File: config.mk
export PLATFORM = sky130hd
export DESIGN_NAME = bsg_fakeram_1024x32_arb_ctrl
export DESIGN_NICKNAME = d
export VERILOG_FILES = /design/src/rtl/bsg_fakeram_arb_pkg.sv /design/src/rtl/bsg_arb_rr_2.sv /design/src/rtl/bsg_fakeram_1024x32_arb_ctrl.sv
export SDC_FILE = /design/constraint.sdc
export NUM_CORES = 1
export LEC_CHECK = 0
export BUFFER_PORTS_ARGS = -buffer_cell sky130_fd_sc_hd__buf_2
export CAP_MARGIN = 20
export CELL_PAD_IN_SITES_DETAIL_PLACEMENT = 1
export CELL_PAD_IN_SITES_GLOBAL_PLACEMENT = 1
export CORE_AREA = 5 5 128 130
export CTS_BUF_LIST = sky130_fd_sc_hd__clkbuf_8
export DETAILED_ROUTE_END_ITERATION = 6
export DIE_AREA = 0 0 133 135
export GPL_TIMING_DRIVEN = 1
export PLACE_DENSITY = 0.89
export SYNTH_ARGS = -nofsm -noshare
export SYNTH_HDL_FRONTEND = slang
export SYNTH_SLANG_ARGS = --single-unit
File: constraint.sdc
create_clock -name clk_i -period 2.7 [get_ports clk_i]
set_input_delay 0.54 -clock clk_i [delete_from_list [all_inputs] [get_ports clk_i]]
set_output_delay 0.54 -clock clk_i [all_outputs]
set_load 0.03 [all_outputs]
File: src/rtl/bsg_fakeram_arb_pkg.sv
// Shared constants and FSM state type for the 1024x32 fake-RAM arbiter.
package bsg_fakeram_arb_pkg;

  localparam int unsigned ELS_C        = 1024;
  localparam int unsigned WIDTH_C      = 32;
  localparam int unsigned ADDR_WIDTH_C = 10;

  typedef enum logic [0:0] {
    INIT = 1'b0,
    RUN  = 1'b1
  } state_e;

endpackage

File: src/rtl/bsg_arb_rr_2.sv
// Two-way round-robin arbiter; the last-grant register moves only on adv_i.
module bsg_arb_rr_2 (
  input  logic       clk_i,
  input  logic       reset_i,
  input  logic [1:0] req_i,
  input  logic       adv_i,
  output logic [1:0] grant_o
);

  logic last_q, last_d;

  // With both requesting, the port that did not win last time goes first.
  always_comb begin
    grant_o = 2'b00;
    last_d  = last_q;
    unique case (req_i)
      2'b01:   grant_o = 2'b01;
      2'b10:   grant_o = 2'b10;
      2'b11:   grant_o = last_q ? 2'b01 : 2'b10;
      default: grant_o = 2'b00;
    endcase
    if (adv_i && (grant_o != 2'b00)) begin
      last_d = grant_o[1];
    end
  end

  always_ff @(posedge clk_i) begin
    if (reset_i) begin
      last_q <= 1'b1;
    end else begin
      last_q <= last_d;
    end
  end

endmodule

File: src/rtl/bsg_fakeram_1024x32_arb_ctrl.sv
// Zero-fills a 1024x32 SRAM after reset, then arbitrates two request ports
// onto it and buffers one read response per port.
module bsg_fakeram_1024x32_arb_ctrl
  import bsg_fakeram_arb_pkg::*;
#(
  parameter int unsigned els_p        = ELS_C,
  parameter int unsigned width_p      = WIDTH_C,
  parameter int unsigned addr_width_p = ADDR_WIDTH_C
) (
  input  logic                         clk_i,
  input  logic                         reset_i,
  output logic                         init_done_o,
  input  logic [1:0]                   v_i,
  output logic [1:0]                   ready_o,
  input  logic [1:0]                   w_i,
  input  logic [1:0][addr_width_p-1:0] addr_i,
  input  logic [1:0][width_p-1:0]      data_i,
  input  logic [1:0][width_p-1:0]      mask_i,
  output logic [1:0]                   v_o,
  output logic [1:0][width_p-1:0]      data_o,
  input  logic [1:0]                   yumi_i,
  output logic                         sram_ce_o,
  output logic                         sram_we_o,
  output logic [addr_width_p-1:0]      sram_addr_o,
  output logic [width_p-1:0]           sram_wd_o,
  output logic [width_p-1:0]           sram_w_mask_o,
  input  logic [width_p-1:0]           sram_rd_i
);

  localparam logic [addr_width_p-1:0] LAST_ADDR = addr_width_p'(els_p - 1);

  state_e                    state_q, state_d;
  logic [addr_width_p-1:0]   cnt_q, cnt_d;
  logic [1:0]                inflight_q, inflight_d;
  logic [1:0]                v_q, v_d;
  logic [1:0][width_p-1:0]   data_q, data_d;
  logic [1:0]                elig_c;
  logic [1:0]                grant_c;
  logic                      gidx_c;

  // A read may only be taken when its response slot is free or being freed now.
  always_comb begin
    elig_c = 2'b00;
    for (int i = 0; i < 2; i++) begin
      elig_c[i] = v_i[i] && !reset_i && (state_q == RUN) &&
                  (w_i[i] || (!inflight_q[i] && (!v_q[i] || yumi_i[i])));
    end
  end

  bsg_arb_rr_2 u_arb (
    .clk_i   (clk_i),
    .reset_i (reset_i),
    .req_i   (elig_c),
    .adv_i   (1'b1),
    .grant_o (grant_c)
  );

  assign gidx_c      = grant_c[1];
  assign ready_o     = grant_c;
  assign v_o         = v_q;
  assign data_o      = data_q;
  assign init_done_o = (state_q == RUN);

  // Next state and SRAM port drive.
  always_comb begin
    state_d       = state_q;
    cnt_d         = cnt_q;
    sram_ce_o     = 1'b0;
    sram_we_o     = 1'b0;
    sram_addr_o   = '0;
    sram_wd_o     = '0;
    sram_w_mask_o = '0;
    if (!reset_i) begin
      unique case (state_q)
        INIT: begin
          sram_ce_o     = 1'b1;
          sram_we_o     = 1'b1;
          sram_addr_o   = cnt_q;
          sram_w_mask_o = '1;
          cnt_d         = cnt_q + addr_width_p'(1);
          if (cnt_q == LAST_ADDR) begin
            state_d = RUN;
          end
        end
        RUN: begin
          if (grant_c != 2'b00) begin
            sram_ce_o     = 1'b1;
            sram_we_o     = w_i[gidx_c];
            sram_addr_o   = addr_i[gidx_c];
            sram_wd_o     = data_i[gidx_c];
            sram_w_mask_o = mask_i[gidx_c];
          end
        end
        default: state_d = INIT;
      endcase
    end
  end

  // Response buffers: a landing read overrides a same-cycle consume.
  always_comb begin
    inflight_d = grant_c & ~w_i;
    v_d        = v_q;
    data_d     = data_q;
    for (int i = 0; i < 2; i++) begin
      if (v_q[i] && yumi_i[i]) begin
        v_d[i] = 1'b0;
      end
      if (inflight_q[i]) begin
        v_d[i]    = 1'b1;
        data_d[i] = sram_rd_i;
      end
    end
  end

  always_ff @(posedge clk_i) begin
    if (reset_i) begin
      state_q    <= INIT;
      cnt_q      <= '0;
      inflight_q <= 2'b00;
      v_q        <= 2'b00;
      data_q     <= '0;
    end else begin
      state_q    <= state_d;
      cnt_q      <= cnt_d;
      inflight_q <= inflight_d;
      v_q        <= v_d;
      data_q     <= data_d;
    end
  end

endmodule

==> results of run 1 <==
-- cell families after synthesis --
kind of cell             after synthesis  share of synthesized area [%]
XOR/XNOR                               7                           1.54
multiplexers                          65                           16.4
flip-flops                            80                           40.3
AND/OR/NAND/NOR                      136                           16.2
AO/OA/AOI/OAI                         85                           19.0
adder cells (fa/ha/maj)                1                          0.314
buffers and inverters                 49                           6.35
-- path summary, 6_finish.rpt --
kind | start | endpoint | slack [ns] | cells after the start
setup / recovery | v_o[0] | sram_wd_o[6] | -0.1 | 6
hold / removal | w_i[0] | inflight_q[0] | 0.41 | 2
setup reg to reg | v_o[1] | inflight_q[0] | 1.07 | 5
hold reg to reg | data_o[52] | data_o[52] | 0.49 | 2
-- stage by stage --
stage	area, µm²	utilization [%]	hold slack (ns)
finish	6890	45.8	0.413
global placement	5860	39.0	0.467
global route	6890	45.8	0.418
CTS	6780	45.1	0.388
detailed placement	5860	39.0	0.480
floorplan	3980	-	0.480
-- Yosys cell counts, types with 2 or more instances --
master    number  share of area (%)
and4_1         2               0.44
mux2i_1       65                 16
o21ai_0        2               0.25
and3_1         2               0.31
or4b_1         2               0.50
a221o_1       34                8.6
nor2_1        87                8.2
xor2_1         4               0.88
xnor2_1        3               0.66
a311oi_1       9                2.0
buf_2          7               0.88
nor3b_1        4               0.75
dfxtp_1       80                 40
a22o_1        32                7.0
nand3_1       11                1.4
clkbuf_1      25                2.4
nand4_1       11                1.7
inv_1          4               0.38
buf_6          8                2.3
a21oi_1        6               0.75
or3_1          2               0.31
buf_1          5               0.47
nor2b_1        8                1.3
-- registers in the layout (all words and copies together), names as in the netlist --
signal / count
init_done_o: 1
inflight_q: 2
cnt_q: 10
data_o: 64
u_arb.last_q: 1
v_o: 2
-- metal layers --
metal | GRT usage [%] | vias up | wire (µm)
li1 | - | 2260 | -
met1 | 21.4 | 2304 | 7170
met2 | 41.4 | 254 | 11300
met3 | 8.38 | 65 | 2010
met4 | 11.5 | 2 | 936
met5 | 0 | - | 18
-- power by group --
part	total, mW	switching, mW	internal, mW
Combinational	0.446	0.239	0.207
Clock	1.10	0.437	0.665
Sequential	1.19	0.00566	1.18
-- final cells by class --
cell class                      instances  share of cell area (%)
Timing Repair Buffer                  368                    35.8
Tap cell                              188                    3.42
Multi-Input combinational cell        301                    33.5
Inverter                                4                   0.218
Clock inverter                          5                    1.49
Clock buffer                           11                    2.20
Sequential cell                        80                    23.3
-- worst register-to-register path: stages (launching register included) --
cell	delay [ns]
dfxtp_2	0.32
nor3b_4	0.14
or4b_4	0.62
and3_4	0.22
buf_6	0.12
nor2b_1	0.12
-- repair_timing --
item                       CTS  global route
pin swaps                   62             9
setup buffers                5             4
gates resized for setup    159            14
cloned                       8             1
hold buffers                 0             0
setup endpoints to repair   74            75
==> key figures, run 1 <==
Power
  – Power Dens Cells: 397 nW/µm²
  – PnR Total Power: 2.74 mW
  – VDD IR max: 0.000306 V
  – Leak Pwr: 3.21 nW

Detailed routing
  – Via density: 5.10
  – Initial detailed-routing violation count: 229
  – Vias: 4,885
  – Drt wl/cell: roughly 22 µm
  – Wirelength, routed: 21,400 µm
  – Antenna Nets Post-Route: 0
  – 1st-pass router iterations: 4
  – Remaining DRCs: 0

Cells and area
  – Area of the multi-input gates: 2310 µm²
  – N_diodes: 0
  – Commonest non-fill, non-tap cell in the layout: buf_2
  – Share of post-route cells with drive strength above 1: a little over half
  – Area Overhead vs Synth: 73.1%
  – Final Non-Filler Cells: 957
  – Reg area: 1610 µm²
  – Fillers: 1,807
  – Final nets: 953
  – Commonest non-fill, non-tap cells in the layout: 258 x buf_2, 86 x nor2_1, 76 x dfxtp_1

Place
  – GP Congestion: between 0.8 and 0.9
  – Buffers added on ports: between 300 and 400
  – Dpl ws: -0.134 ns
  – HPWL Detailed: 15,400 µm
  – Placed insts: 924

Critical path
  – Crit-path cells: nor3b_4, or4b_4, and2_4, bufbuf_16, a22o_1, buf_6
  – CP top delay family: simple AND/OR/NAND/NOR gates
  – Worst path arrival time: roughly 2.3 ns
  – Bufs and invs on worst path: 2
  – WS Path Type: flip-flop to output pin
  – Setup crit start kind: flip-flop
  – Setup crit end kind: output pin
  – Critical path fanouts, max: 12
  – CP max stage delay: around 0.56 ns
  – Critical path's slowest cell: or4b_4
  – Worst Path Required: 2.16 ns

Synth
  – Mapped Cells: 423
  – Yosys cell types: 33
  – Synth Warn #: 0
  – Net Count, Synth: around 610
  – FFs w/ async S/R, synth: 0%
  – Register bit total from synthesis: 80
  – Main synth FF type: dfxtp_1
  – Syn_area_per_cell: 9.41 µm²
  – Sequential area share after synthesis: 40.3%
  – Number of enable flip-flop cells after synthesis: 0
  – Cell Area, Synth: 3980 µm²

Timing
  – Min Tclk post-route: between 2 and 3 ns
  – Setup ws final: -0.0996 ns
  – Worst Tran Pin Value: 0.653 ns
  – Setup TNS: -2.13 ns
  – RSZ-0062 raised after global routing: true
  – Final worst path period share: 104%
  – Skew final: ~0.013 ns
  – Pins Over Slew Limit: 0
  – Rel. slew slack: 56.5%
  – Hold Vio Cnt, Final: 0
  – Fmax: 357 MHz
  – Final Setup Violations: 50

Clock network
  – CTS root buffer: clkbuf_8
  – CTS buffer count: 9
  – CTS H-tree depth: 3
  – TritonCTS clock tree: done
  – Clk_lat worst skew: between 0.3 and 0.4 ns
  – Clock transition at path regs: 0.09 ns
  – Num Clock Sinks: 80
  – Clock Path Buffers: 2

Global routing
  – All-Layer GR Usage: 22.3%
  – Vias in the first global route: 5,315
  – First-pass GRT wire length: 31,200 µm
  – Antenna violations before repair: 1
  – GRT overflow: 0
  – Largest net degree at the start of global routing: 62

Run status
  – Failing checks: setup timing
  – Status: finished with violations

Floorplanning
  – Die area: 18,000 µm²
  – Ports: 333
  – Core area: 15,000 µm²
  – Die Span Y: about 140 µm
  – Site Rows: 45
  – Initial Util: 26.5%
  – Die Width: 133 µm

Flow run
  – Maximum capacitance violations: 0

Hold path
  – Class of the worst hold path: primary input to flip-flop
No activity file was read; power rests on OpenSTA's default activity.
==> inputs of run 2 (changes only) <==
==> constraint.sdc (replaced) <==
create_clock -name clk_i -period 2.8 [get_ports clk_i]
set_input_delay 0.56 -clock clk_i [delete_from_list [all_inputs] [get_ports clk_i]]
set_output_delay 0.56 -clock clk_i [all_outputs]
set_load 0.03 [all_outputs]
==> run 2 against run 1 <==
  * The flow still finishes with violations (setup timing)
  * Clock skew decreased by 0.00086 ns
  * Clock-buffer cell count decreased by 2
  * Cell area decreased by 5.5%
  * Global-route usage decreased by 0.96 points
  * Non-clock buffer count decreased by 12
  * Core utilization decreased by 2.5 points
  * First-iteration DRC count decreased by 17%
  * Die area unchanged
  * Total power decreased by 13%
  * Largest power group unchanged
==> key figures, run 2 (same netlist as run 1, synthesis figures left out) <==
Run status
  – Status: finished with violations
  – Failing checks: setup timing

Flow run
  – Maximum capacitance violations: 0 (unchanged)

Power
  – VDD IR max: 0.000327 V (+6.8%)
  – Sw Share: 27.3% (+2.4 points)
  – Clock share of power: 34.7% (-5.6 points)
  – Power Dens Cells: 365 nW/µm² (-8.1%)
  – Net switching power: 650 µW (-4.7%)
  – Int Power: 1.73 mW (-16%)
  – Leak Pwr: 3.07 nW (-4.6%)
  – Combinational power share: 17.1% (+0.8 points)
  – Reg power frac: 48.2% (+4.8 points)

Timing
  – Fmax: 356 MHz
  – Pins Over Slew Limit: 0 (unchanged)
  – Rel. slew slack: 60.4% (+4.0 points)
  – Hold Vio Cnt, Final: 0 (unchanged)
  – Final Setup Violations: 3 (-94%)
  – Setup ws final: -0.0129 ns (+0.0867 ns)
  – Worst Tran Pin Value: 0.594 ns (-0.0594 ns)
  – Hold Slack: 0.433 ns (+0.0198 ns)
  – Final worst path period share: 100%
  – Min Tclk post-route: 2.81 ns
  – Setup TNS: -0.0217 ns (+2.11 ns)
  – Skew final: 0.0121 ns (-0.000862 ns)
  – RSZ-0062 raised after global routing: true

Cells and area
  – Area Overhead vs Synth: 63.6%
  – Commonest non-fill, non-tap cells in the layout: 285 x buf_2, 86 x nor2_1, 76 x dfxtp_1
  – Final nets: 941 (-1.3%)
  – Commonest non-fill, non-tap cell in the layout: buf_2
  – Fillers: 1,827 (+1.1%)
  – Share of post-route cells with drive strength above 1: 52.0% (-1.1 points)
  – Max FFs per register: 64 (unchanged)

Global routing
  – Vias in the first global route: 5,120 (-3.7%)
  – Antenna violations before repair: 5 (+4)
  – Largest net degree at the start of global routing: 55 (-11%)
  – GRT overflow: 0 (unchanged)
  – First-pass GRT wire length: 30,100 µm (-3.4%)
  – All-Layer GR Usage: 21.3% (-0.96 points)

Place
  – GP Congestion: 0.853 (+1.8%)
  – Buffers added on ports: 332 (unchanged)
  – HPWL Detailed: 15,400 µm (+0.20%)

Critical path
  – WS Path Type: flip-flop to output pin
  – Setup crit end kind: output pin
  – Crit path from: v_o[0]
  – Worst reg2reg path startpoint: inflight_q[1]
  – Critical path fanouts, max: 6 (-6)
  – Worst reg2reg path depth: 4 (-1)
  – Reg2reg setup slack: 1.12 ns (+0.05 ns)
  – Worst Path Required: 2.24 ns (+0.08 ns)
  – Worst setup path endpoint: sram_wd_o[7]
  – Setup crit start kind: flip-flop
  – Worst R2R End: inflight_q[0]
  – Worst path arrival time: 2.25 ns (about the same)

Floorplanning
  – Die Width: 133 µm (unchanged)
  – Core area: 15,000 µm² (unchanged)
  – Die Span Y: 135 µm (unchanged)
  – Site Rows: 45 (unchanged)
  – Ports: 333 (unchanged)
  – Initial Util: 26.5% (unchanged)
  – Die area: 18,000 µm² (unchanged)

Detailed routing
  – Via density: 5.20 (+1.8%)
  – Initial detailed-routing violation count: 189 (-17%)
  – 1st-pass router iterations: 4 (unchanged)
  – Vias: 4,920 (+0.72%)
  – Antenna Nets Post-Route: 0 (unchanged)
  – Wirelength, routed: 21,200 µm (-1.3%)
  – Remaining DRCs: 0 (unchanged)
  – Drt wl/cell: 22.3 µm (-0.24%)

Clock network
  – CTS H-tree depth: 3 (unchanged)
  – Clock transition at path regs: 0.09 ns (about the same)
  – CTS root buffer: clkbuf_8
  – Clock Path Buffers: 2 (unchanged)
  – CTS buffer count: 9 (unchanged)
  – Clk_lat worst skew: 0.35 ns (about the same)
  – Num Clock Sinks: 80 (unchanged)
  – TritonCTS clock tree: done

Hold path
  – Class of the worst hold path: primary input to flip-flop
[run 2: metal layers]
| layer | track usage [%] | vias to the layer above | part of all wire [%] | routed length [µm] |
|---|---|---|---|---|
| li1 | - | 2237 | - | - |
| met1 | 22.2 | 2345 | 35 | 7450 |
| met2 | 39.1 | 273 | 52 | 11000 |
| met3 | 6.45 | 59 | 8.0 | 1700 |
| met4 | 9.99 | 6 | 4.3 | 905 |
| met5 | 0 | - | 0.26 | 54 |
[run 2: critical path, stage by stage (launching register included)]
cell and delay (ns):
dfxtp_2 0.33, nor3b_4 0.15, or4b_4 0.56, and2_4 0.21, bufbuf_16 0.27, a22o_1 0.22
buf_6 0.14
[run 2: how the worst min path moves through the flow]
stage,from,to,slack [ns],cells past startpoint
2_1_floorplan,cnt_q[6],cnt_q[6],0.48,2
3_3_place_gp,data_o[46],data_o[46],0.47,2
3_5_place_dp,data_o[49],data_o[49],0.48,2
4_1_cts,w_i[0],inflight_q[0],0.41,2
5_1_grt,w_i[0],inflight_q[0],0.42,2
6_report,w_i[0],inflight_q[0],0.43,2
[run 2: metrics by stage]
stage	total power, mW	setup slack, ns	instances	util (%)	cell area [µm²]
floorplan	1.32	0.0858	423	-	3980
global placement	1.53	-0.0231	918	38.8	5830
detailed placement	1.54	-0.0491	918	38.8	5830
CTS	2.38	-0.0184	940	42.0	6310
global route	2.48	-0.0749	947	43.3	6510
finish	2.38	-0.0129	947	43.3	6510
[run 2: power groups by stage]
| stage | logic, mW | clock network [mW] | registers, mW |
|---|---|---|---|
| 6_report | 0.406 | 0.826 | 1.15 |
| 5_1_grt | 0.427 | 0.908 | 1.15 |
| 4_1_cts | 0.377 | 0.853 | 1.15 |
| 3_5_place_dp | 0.366 | 0 | 1.17 |
| 3_3_place_gp | 0.363 | 0 | 1.17 |
| 2_1_floorplan | 0.152 | 0 | 1.17 |
[run 2: timing repair]
item | 4_1_cts | 5_1_grt
gates resized for setup | 64 | 65
setup buffers | 1 | 2
endpoints found under the setup margin | 63 | 65
hold buffers | 0 | 0
gates cloned | 6 | 3
pin swaps | 24 | 18
[run 2: layout make-up]
cell class	instances	area, µm²	share of cell area [%]
antenna	2	5.00	0.0769
clock buffer	9	124	1.90
clock inverter	7	63.8	0.980
inverter	4	15.0	0.231
multi-input combinational	301	2280	35.0
sequential	80	1610	24.7
tap	188	235	3.61
timing repair buffer	356	2180	33.5
==> inputs of run 3 (changes only) <==
--- a/config.mk
+++ b/config.mk
@@ -9,12 +9,12 @@
 export CAP_MARGIN = 20
 export CELL_PAD_IN_SITES_DETAIL_PLACEMENT = 1
 export CELL_PAD_IN_SITES_GLOBAL_PLACEMENT = 1
-export CORE_AREA = 5 5 128 130
+export CORE_AREA = 5 5 115 144
 export CTS_BUF_LIST = sky130_fd_sc_hd__clkbuf_8
 export DETAILED_ROUTE_END_ITERATION = 6
-export DIE_AREA = 0 0 133 135
+export DIE_AREA = 0 0 120 149
 export GPL_TIMING_DRIVEN = 1
-export PLACE_DENSITY = 0.89
+export PLACE_DENSITY = 0.9
 export SYNTH_ARGS = -nofsm -noshare
 export SYNTH_HDL_FRONTEND = slang
 export SYNTH_SLANG_ARGS = --single-unit
==> constraint.sdc (replaced) <==
create_clock -name clk_i -period 3.05 [get_ports clk_i]
set_input_delay 0.61 -clock clk_i [delete_from_list [all_inputs] [get_ports clk_i]]
set_output_delay 0.61 -clock clk_i [all_outputs]
set_load 0.03 [all_outputs]
==> run 3 against run 2 <==
  * The run now ends clean
  * First-iteration DRC count up 13%
  * Core utilization down 2.2 points
  * Sequential share of layout area up 1.5 points
  * Via count down 0.59%
  * Global-route usage up 1.8 points
  * Flip-flop and latch count unchanged
  * Non-clock buffer count down 3
  * Register-to-register slack better by 0.12 ns
  * Total power down 11%
==> key figures, run 3 (same netlist as run 1, synthesis figures left out) <==
Run status
  – Status: complete, no violations

Cells and area
  – Commonest non-fill, non-tap cell in the layout: buf_2
  – Share of post-route cells with drive strength above 1: 51.3% (-0.79 points)
  – Final nets: 937 (-0.43%)
  – Area Overhead vs Synth: 54.3%
  – Max FFs per register: 64 (unchanged)
  – Commonest non-fill, non-tap cells in the layout: 316 x buf_2, 86 x nor2_1, 77 x dfxtp_1
  – Fillers: 1,855 (+1.5%)
  – Final instance area: 6140 µm² (-5.7%)

Power
  – Net switching power: 617 µW (-5.1%)
  – Int Power: 1.50 mW (-13%)
  – Sw Share: 29.1% (+1.8 points)
  – PnR Total Power: 2.12 mW (-11%)
  – VDD IR max: 0.000254 V (-22%)
  – Power Dens Cells: 345 nW/µm² (-5.7%)
  – Reg power frac: 49.7% (+1.5 points)
  – Combinational power share: 16.8% (-0.3 points)
  – Clock share of power: 33.4% (-1.3 points)
  – Leak Pwr: 2.96 nW (-3.5%)

Place
  – HPWL Detailed: 17,000 µm (+10%)
  – GP Congestion: 0.818 (-4.2%)
  – Placed cell areas: 5790 µm² (-0.77%)
  – Buffers added on ports: 332 (unchanged)
  – Dpl ws: -0.263 ns (-0.214 ns)

Critical path
  – Worst reg2reg path startpoint: v_o[1]
  – Reg2reg setup slack: 1.24 ns (+0.12 ns)
  – Critical path fanouts, max: 24 (+18)
  – WS Path Type: flip-flop to output pin
  – Setup crit start kind: flip-flop
  – Worst path arrival time: 2.36 ns (+0.11 ns)
  – Setup crit end kind: output pin
  – Worst R2R End: inflight_q[0]
  – Worst Path Required: 2.44 ns (+0.20 ns)
  – Worst reg2reg path depth: 4 (unchanged)
  – Crit path from: v_o[0]

Flow run
  – Maximum capacitance violations: 0 (unchanged)

Floorplanning
  – Site Rows: 50 (+11%)
  – Ports: 333 (unchanged)
  – Core area: 15,000 µm² (-0.54%)
  – Initial Util: 26.6% (+0.14 points)
  – Die Width: 120 µm (-9.8%)
  – Die area: 17,900 µm² (-0.42%)
  – Die Span Y: 149 µm (+10%)

Clock network
  – CTS root buffer: clkbuf_8
  – Clock Path Buffers: 2 (unchanged)
  – Hold_buf cts: 0 (unchanged)
  – Clk_lat worst skew: 0.35 ns (about the same)
  – CTS H-tree depth: 3 (unchanged)
  – TritonCTS clock tree: done
  – Num Clock Sinks: 80 (unchanged)
  – CTS buffer count: 9 (unchanged)
  – Clock transition at path regs: 0.07 ns (-0.02 ns)

Global routing
  – Vias in the first global route: 5,125 (+0.098%)
  – Met3 GRT Util: 8.50% (+2.1 points)
  – Met1 Use GR: 25.4% (+3.2 points)
  – Antenna violations before repair: 6 (+1)
  – All-Layer GR Usage: 23.1% (+1.8 points)
  – GRT overflow: 0 (unchanged)
  – Largest net degree at the start of global routing: 57 (+3.6%)
  – Gr busiest metal: met2
  – First-pass GRT wire length: 31,100 µm (+3.5%)
  – Met2 Use GR: 40.3% (+1.2 points)

Timing
  – Fmax: roughly 340 MHz
  – Min Tclk post-route: a little under 3 ns
  – RSZ-0062 raised after global routing: false
  – Setup ws final: 0.0779 ns (+0.0907 ns)
  – Final Setup Violations: 0 (-3)
  – Pins Over Slew Limit: 0 (unchanged)
  – Worst Tran Pin Value: 0.603 ns (+0.00957 ns)
  – Skew final: 0.0144 ns (+0.00238 ns)
  – Hold Slack: 0.486 ns (+0.0526 ns)
  – Hold Vio Cnt, Final: 0 (unchanged)
  – Final worst path period share: 97.4%
  – Rel. slew slack: 59.8% (-0.64 points)

Hold path
  – Class of the worst hold path: primary input to flip-flop
  – Hold Path Stages: 2 (unchanged)
  – Hold Path Sink: inflight_q[0]
  – Hold wc startpoint: w_i[0]

Detailed routing
  – Remaining DRCs: 0 (unchanged)
  – Initial detailed-routing violation count: 213 (+13%)
  – 1st-pass router iterations: 4 (unchanged)
  – Wirelength, routed: 22,100 µm (+4.7%)
  – Vias: 4,891 (-0.59%)
  – Via density: 5.22 (+0.47%)
  – Drt wl/cell: 23.6 µm (+5.8%)
  – Antenna Nets Post-Route: 0 (unchanged)
==> run 3: changes by cell type in the layout (fill, tap and decap cells not counted), moves of 2 or more <==
cell	previous run	this run
inv_1	6	4
buf_6	38	4
a311oi_1	7	9
a311oi_2	2	0
clkinvlp_4	1	3
buf_4	28	31
buf_2	285	316
and3_4	8	5
==> run 3: area by class of cell <==
type	count	area, µm²	share of cell area, %
multi-input cells	300	2220	36.2
diodes	2	5.00	0.0815
flip-flops and latches	80	1610	26.1
clock inverters	7	53.8	0.876
repair buffers	353	1890	30.7
clock buffers	9	124	2.02
inverters	4	15.0	0.244
well taps	182	228	3.71
==> run 3: worst max-delay path by stage <==
stage	endpoint	slack, ns	cells past startpoint
finish	sram_w_mask_o[20]	0.08	6
global route	sram_w_mask_o[12]	0.003	6
CTS	sram_w_mask_o[3]	0.0001	6
detailed placement	sram_wd_o[30]	-0.26	8
global placement	sram_wd_o[11]	-0.20	8
floorplan	sram_wd_o[23]	0.08	7
==> run 3: per-stage QoR <==
step / utilization (%) / std cells / TNS (ns)
global route: 41.1 / 937 / 0
global placement: 38.7 / 912 / -4.95
detailed placement: 38.7 / 912 / -6.22
floorplan: - / 423 / 0
CTS: 40.4 / 933 / 0
finish: 41.1 / 937 / 0
==> run 3: timing repair <==
| action | in CTS | in global routing |
|---|---|---|
| setup buffers | 0 | 2 |
| endpoints found under the setup margin | 66 | 65 |
| hold endpoints to repair | 0 | 0 |
| resized for setup | 9 | 39 |
| cloned | 5 | 1 |
| pin swaps | 0 | 11 |
==> run 3: routing by layer <==
metal  up-vias  wire length, µm
met5         -               54
met4         6              843
met3        57             2190
met2       266            10900
met1      2339             8110
li1       2223                -
==> run 3: power by group through the flow <==
stage	sequential [mW]	combinational (mW)	clock [mW]
floorplan	1.08	0.139	0
global placement	1.08	0.340	0
detailed placement	1.08	0.345	0
CTS	1.05	0.349	0.733
global route	1.05	0.378	0.784
finish	1.05	0.356	0.707
==> run 3: critical path: stages, from the launching register on <==
cell     delay, ns
dfxtp_1       0.33
nor3b_1       0.18
or4b_1        0.57
and3_1        0.24
buf_6         0.19
a221o_1       0.32
buf_4         0.18
